File: config.mk
export PLATFORM = sky130hd
export DESIGN_NAME = resp_arbiter
export DESIGN_NICKNAME = d
export VERILOG_FILES = /design/src/rtl/resp_arbiter.sv
export SDC_FILE = /design/constraint.sdc
export NUM_CORES = 1
export LEC_CHECK = 0
export ABC_AREA = 1
export BUFFER_PORTS_ARGS = -buffer_cell sky130_fd_sc_hd__buf_4
export CORE_MARGIN = 5
export CORE_UTILIZATION = 61
export DETAILED_ROUTE_END_ITERATION = 6
export GPL_TIMING_DRIVEN = 0
export PLACE_DENSITY = 0.84
export SLEW_MARGIN = 40
export SYNTH_ARGS = -nofsm -noshare
export SYNTH_HDL_FRONTEND = slang
export SYNTH_SLANG_ARGS = --single-unit
File: constraint.sdc
create_clock -name clk -period 3.67 [get_ports clk]
set_input_delay 0.5505 -clock clk [delete_from_list [all_inputs] [get_ports clk]]
set_output_delay 0.5505 -clock clk [all_outputs]
set_load 0.01 [all_outputs]
File: src/rtl/resp_arbiter.sv
// Response arbiter: merges a one-entry cc register and a 4-deep RAM dump FIFO onto one UART
// transmitter, round-robin on ties, one byte in flight at a time.
module resp_arbiter (
  input  logic       clk,
  input  logic       rst_n,
  input  logic       cc_send,
  input  logic [7:0] cc_data,
  input  logic       ram_trmt,
  input  logic [7:0] ram_data,
  input  logic       flush,
  input  logic       resp_sent,
  output logic       send_resp,
  output logic [7:0] resp_data,
  output logic       ram_rdy,
  output logic       busy,
  output logic       grant_src,
  output logic       cc_ovf,
  output logic       ram_ovf
);

  typedef enum logic {StIdle, StBusy} state_e;

  state_e     r_state;
  logic       r_send;
  logic [7:0] r_resp;
  logic       r_src;
  logic       r_busy;

  logic       r_cc_pend;
  logic [7:0] r_cc_data;
  logic       r_cc_ovf;

  logic [7:0] r_fifo [4];
  logic [1:0] r_wptr;
  logic [1:0] r_rptr;
  logic [2:0] r_count;
  logic       r_ram_ovf;

  logic w_idle;
  logic w_full;
  logic w_ram_pend;
  logic w_gnt_ram;
  logic w_gnt_cc;
  logic w_push;

  // Flush masks the FIFO as a grant candidate so it never pops on the flushing edge.
  assign w_idle     = (r_state == StIdle);
  assign w_full     = (r_count == 3'd4);
  assign w_ram_pend = (r_count != 3'd0) && !flush;
  assign w_gnt_ram  = w_idle && w_ram_pend && (!r_cc_pend || !r_src);
  assign w_gnt_cc   = w_idle && r_cc_pend && (!w_ram_pend || r_src);
  assign w_push     = ram_trmt && !w_full && !flush;

  always_ff @(posedge clk or negedge rst_n) begin
    if (!rst_n) begin
      r_state <= StIdle;
      r_send  <= 1'b0;
      r_resp  <= 8'h00;
      r_src   <= 1'b0;
      r_busy  <= 1'b0;
    end else begin
      r_send <= 1'b0;
      unique case (r_state)
        StIdle: begin
          if (w_gnt_ram || w_gnt_cc) begin
            r_state <= StBusy;
            r_busy  <= 1'b1;
            r_send  <= 1'b1;
            r_src   <= w_gnt_ram;
            r_resp  <= w_gnt_ram ? r_fifo[r_rptr] : r_cc_data;
          end
        end
        StBusy: begin
          if (resp_sent) begin
            r_state <= StIdle;
            r_busy  <= 1'b0;
          end
        end
      endcase
    end
  end

  // A new cc byte is accepted on the very edge the held one is granted.
  always_ff @(posedge clk or negedge rst_n) begin
    if (!rst_n) begin
      r_cc_pend <= 1'b0;
      r_cc_data <= 8'h00;
      r_cc_ovf  <= 1'b0;
    end else if (cc_send) begin
      if (r_cc_pend && !w_gnt_cc) begin
        r_cc_ovf <= 1'b1;
      end else begin
        r_cc_pend <= 1'b1;
        r_cc_data <= cc_data;
      end
    end else if (w_gnt_cc) begin
      r_cc_pend <= 1'b0;
    end
  end

  always_ff @(posedge clk) begin
    if (w_push) r_fifo[r_wptr] <= ram_data;
  end

  always_ff @(posedge clk or negedge rst_n) begin
    if (!rst_n) begin
      r_wptr    <= 2'd0;
      r_rptr    <= 2'd0;
      r_count   <= 3'd0;
      r_ram_ovf <= 1'b0;
    end else if (flush) begin
      r_wptr  <= 2'd0;
      r_rptr  <= 2'd0;
      r_count <= 3'd0;
    end else begin
      if (w_push)    r_wptr <= r_wptr + 2'd1;
      if (w_gnt_ram) r_rptr <= r_rptr + 2'd1;
      if (ram_trmt && w_full) r_ram_ovf <= 1'b1;
      if (w_push && !w_gnt_ram)      r_count <= r_count + 3'd1;
      else if (!w_push && w_gnt_ram) r_count <= r_count - 3'd1;
    end
  end

  assign send_resp = r_send;
  assign resp_data = r_resp;
  assign grant_src = r_src;
  assign busy      = r_busy;
  assign ram_rdy   = !w_full;
  assign cc_ovf    = r_cc_ovf;
  assign ram_ovf   = r_ram_ovf;

endmodule
==> impl_metrics.sql <==
INSERT INTO impl_metrics (metric_group, metric, value, unit) VALUES
('status', 'run_status', 'finished clean', ''),
('logic_synthesis', 'synth.lib_cells_used.distinct', '28', ''),
('floorplanning', 'die_width', '76.4', 'µm'),
('sta', 'max_clock_freq', '0.469', 'GHz'),
('sta', 'setup_violations', '0', ''),
('global_route', 'number_of_antenna_violations_at_the_first_check_in_global_routing', '0', ''),
('sta', 'final_period_minus_worst_setup_slack', '2130', 'ps'),
('global_route', 'global_route.usage.total', '0.203', ''),
('power_and_ir_drop', 'power.density_cell_area', '722', 'nW/µm²'),
('placement', 'port_buffers', '34', ''),
('logic_synthesis', 'synthesized_netlist_net_count', '298', ''),
('power_and_ir_drop', 'total_power', '2.28', 'mW'),
('routing', 'first_iter_violations', '143', ''),
('sta', 'grt_setup_unrepaired', 'false', ''),
('cts', 'cts_hold_buffers', '0', ''),
('floorplanning', 'die_height', '76.4', 'µm'),
('logic_synthesis', 'synth_area_leader_cell', 'edfxtp_1', ''),
('job', 'cap_violations', '0', ''),
('critical_path', 'path_class', 'reg -> reg', ''),
('logic_synthesis', 'synth_common_cells', 'nand2_1, edfxtp_1, dfrtp_1', ''),
('logic_synthesis', 'netlist_area', '2690', 'µm²'),
('cts', 'tritoncts', 'built', ''),
('critical_path', 'worst_r2r_startpoint', 'r_count[1]', ''),
('floorplanning', 'dieArea', '5840', 'µm²'),
('logic_synthesis', 'yosysWarnings', '0', ''),
('floorplanning', 'starting_utilization_of_the_core_area', '0.622', ''),
('placement', 'place_hpwl', '3660', 'µm'),
('logic_synthesis', 'async_flop_share', '0.484', ''),
('sta', 'maxSlewHeadroom', '0.479', ''),
('global_route', 'first_global_vias', '1899', ''),
('sta', 'final_hold_viol_count', '0', ''),
('cts', 'ctsResizeCount', '0', ''),
('routing', 'drc', '0', ''),
('critical_path', 'r2r_end', 'r_count[2]', ''),
('floorplanning', 'top_level_ports', '36', ''),
('critical_path', 'max_fanout_on_critical_path', '6', ''),
('routing', 'ant_nets', '0', ''),
('final_layout', 'area_delta_synth_final', '17.5', '%'),
('logic_synthesis', 'post_synth_top_flop', 'edfxtp_1', ''),
('routing', 'detail_route.wirelength', '5370', 'µm'),
('global_route', 'gr-total-overflow', '0', ''),
('logic_synthesis', 'post_synth.cell_area_avg', '9.92', 'µm²'),
('logic_synthesis', 'synth_edf_count', '32', ''),
('sta', 'final_slew_violations', '0', ''),
('cts', 'cts_post_setup_buffers_inserted', '0', ''),
('power_and_ir_drop', 'total_leakage_power', '1.48', 'nW'),
('final_layout', 'layout-drive-gt1-share', '0.196', ''),
('logic_synthesis', 'synth_top_cells_by_area', 'edfxtp_1, dfrtp_1, nand2_1', ''),
('hold_path', 'worst_hold_path_type', 'in -> async', ''),
('critical_path', 'biggest_cell_delay_along_the_critical_path', '430', 'ps'),
('critical_path', 'crit_required', '3900', 'ps'),
('routing', 'drtPass1Iterations', '5', ''),
('critical_path', 'worstSetupEndpointType', 'flop', ''),
('logic_synthesis', 'synth-seq-cells', '62', ''),
('sta', 'tightest_slew', '779', 'ps'),
('logic_synthesis', 'yosys.cell_count.top_type', 'nand2_1', ''),
('logic_synthesis', 'yosys.area.top_type_share', '0.357', ''),
('critical_path', 'critical_path.most_common_cell', 'nand2_1', ''),
('power_and_ir_drop', 'power.ir.vdd_worst', '0.522', 'mV'),
('placement', 'routabilityCongestion', '0.799', ''),
('global_route', 'grt_start_max_net_pins', '31', ''),
('global_route', 'wire_length_of_the_first_global_routing_pass', '9080', 'µm'),
('critical_path', 'worstPathCellList', 'nor2_4 -> nand2_1 -> nand2_1 -> inv_1 -> nand2_1 -> inv_1 -> fa_1 -> xnor2_1 -> inv_1 -> nand2_1 -> nand2_1 -> nand3_1 -> nand2_1', ''),
('critical_path', 'worst_ep_arrival_time', '2360', 'ps'),
('routing', 'vias', '1964', ''),
('floorplanning', 'rows', '24', ''),
('sta', 'min_period_over_period', '0.581', ''),
('floorplanning', 'placeableCoreArea', '4320', 'µm²'),
('cts', 'clock_latency', '330', 'ps'),
('critical_path', 'start_kind', 'flop', ''),
('sta', 'hold_slack', '131', 'ps');
-- flip-flops by register name, indices dropped and copies added (netlist names) --
signal,flops
resp_data,8
cc_ovf,1
r_state,1
r_wptr,2
r_fifo,32
r_cc_pend,1
r_rptr,2
busy,1
grant_src,1
ram_ovf,1
send_resp,1
r_count,3
r_cc_data,8
-- cells by family (layout without fill, tap and decap cells) --
group | count (synthesis) | count (layout) | synth area share
fa+ha+maj | 5 | 5 | 0.0261
flops | 62 | 62 | 0.637
compound gates | 21 | 21 | 0.0489
xor+xnor | 1 | 1 | 0.00326
buf+inv | 30 | 80 | 0.0498
simple gates | 152 | 152 | 0.235
-- worst max-delay path by stage --
stage	from	to	cells past startpoint
2_1_floorplan	r_count[1]	r_count[2]	13
3_3_place_gp	ram_trmt	r_count[2]	14
3_5_place_dp	flush	r_count[2]	12
4_1_cts	r_count[1]	r_count[2]	13
5_1_grt	r_count[1]	r_count[2]	13
6_report	r_count[1]	r_count[2]	13
-- worst max-delay path: cells and delay by family (launching register included) --
family / cells / cell delay (ps)
buf+inv: 3 / 250
flops: 1 / 430
simple gates: 8 / 770
xor+xnor: 1 / 200
fa+ha+maj: 1 / 370
-- layer usage --
layer,vias up,wire length [µm],GRT usage,share of wire
li1,968,-,-,-
met1,904,2260,0.253,0.42
met2,81,2610,0.320,0.48
met3,11,362,0.0473,0.067
met4,0,148,0.121,0.028
met5,-,0,0,0
-- placed cells by master, fill, tap and decap left out, drive strengths merged --
cell type | synthesis | final
nand2 | 115 | 115
buf | 9 | 43
edfxtp | 32 | 32
dfrtp | 30 | 30
nand3 | 28 | 28
inv | 20 | 20
o21ai | 15 | 15
clkbuf | 0 | 13
nor2 | 7 | 7
clkinv | 1 | 4
ha | 4 | 4
a21oi | 3 | 3
nor3 | 2 | 2
o21bai | 1 | 1
a31oi | 1 | 1
xnor2 | 1 | 1
a31o | 1 | 1
fa | 1 | 1
-- metrics by stage --
stage          instance area (µm²)   util  setup WS, ps
6_report                      3160  0.731          1540
3_3_place_gp                  3010  0.696          1560
2_1_floorplan                 2690      -          1740
4_1_cts                       3160  0.731          1540
3_5_place_dp                  3010  0.696          1500
5_1_grt                       3160  0.731          1320
-- power breakdown --
| part | switching, mW | total, mW | internal, mW | leakage, nW |
|---|---|---|---|---|
| combinational | 0.486 | 0.804 | 0.317 | 0.747 |
| clock | 0.240 | 0.479 | 0.239 | 0.0741 |
| sequential | 0.108 | 1.00 | 0.892 | 0.661 |
| total | 0.834 | 2.28 | 1.45 | 1.48 |
-- area by class of cell --
| cell class | count | area [µm²] |
|---|---|---|
| multi-input combinational | 179 | 843 |
| sequential | 62 | 1710 |
| buffer | 9 | 55.1 |
| tap | 52 | 65.1 |
| clock inverter | 3 | 11.3 |
| clock buffer | 13 | 139 |
| timing repair buffer | 34 | 255 |
| fill | 312 | 1160 |
| inverter | 21 | 78.8 |
Power figures use the tool's default switching activity.
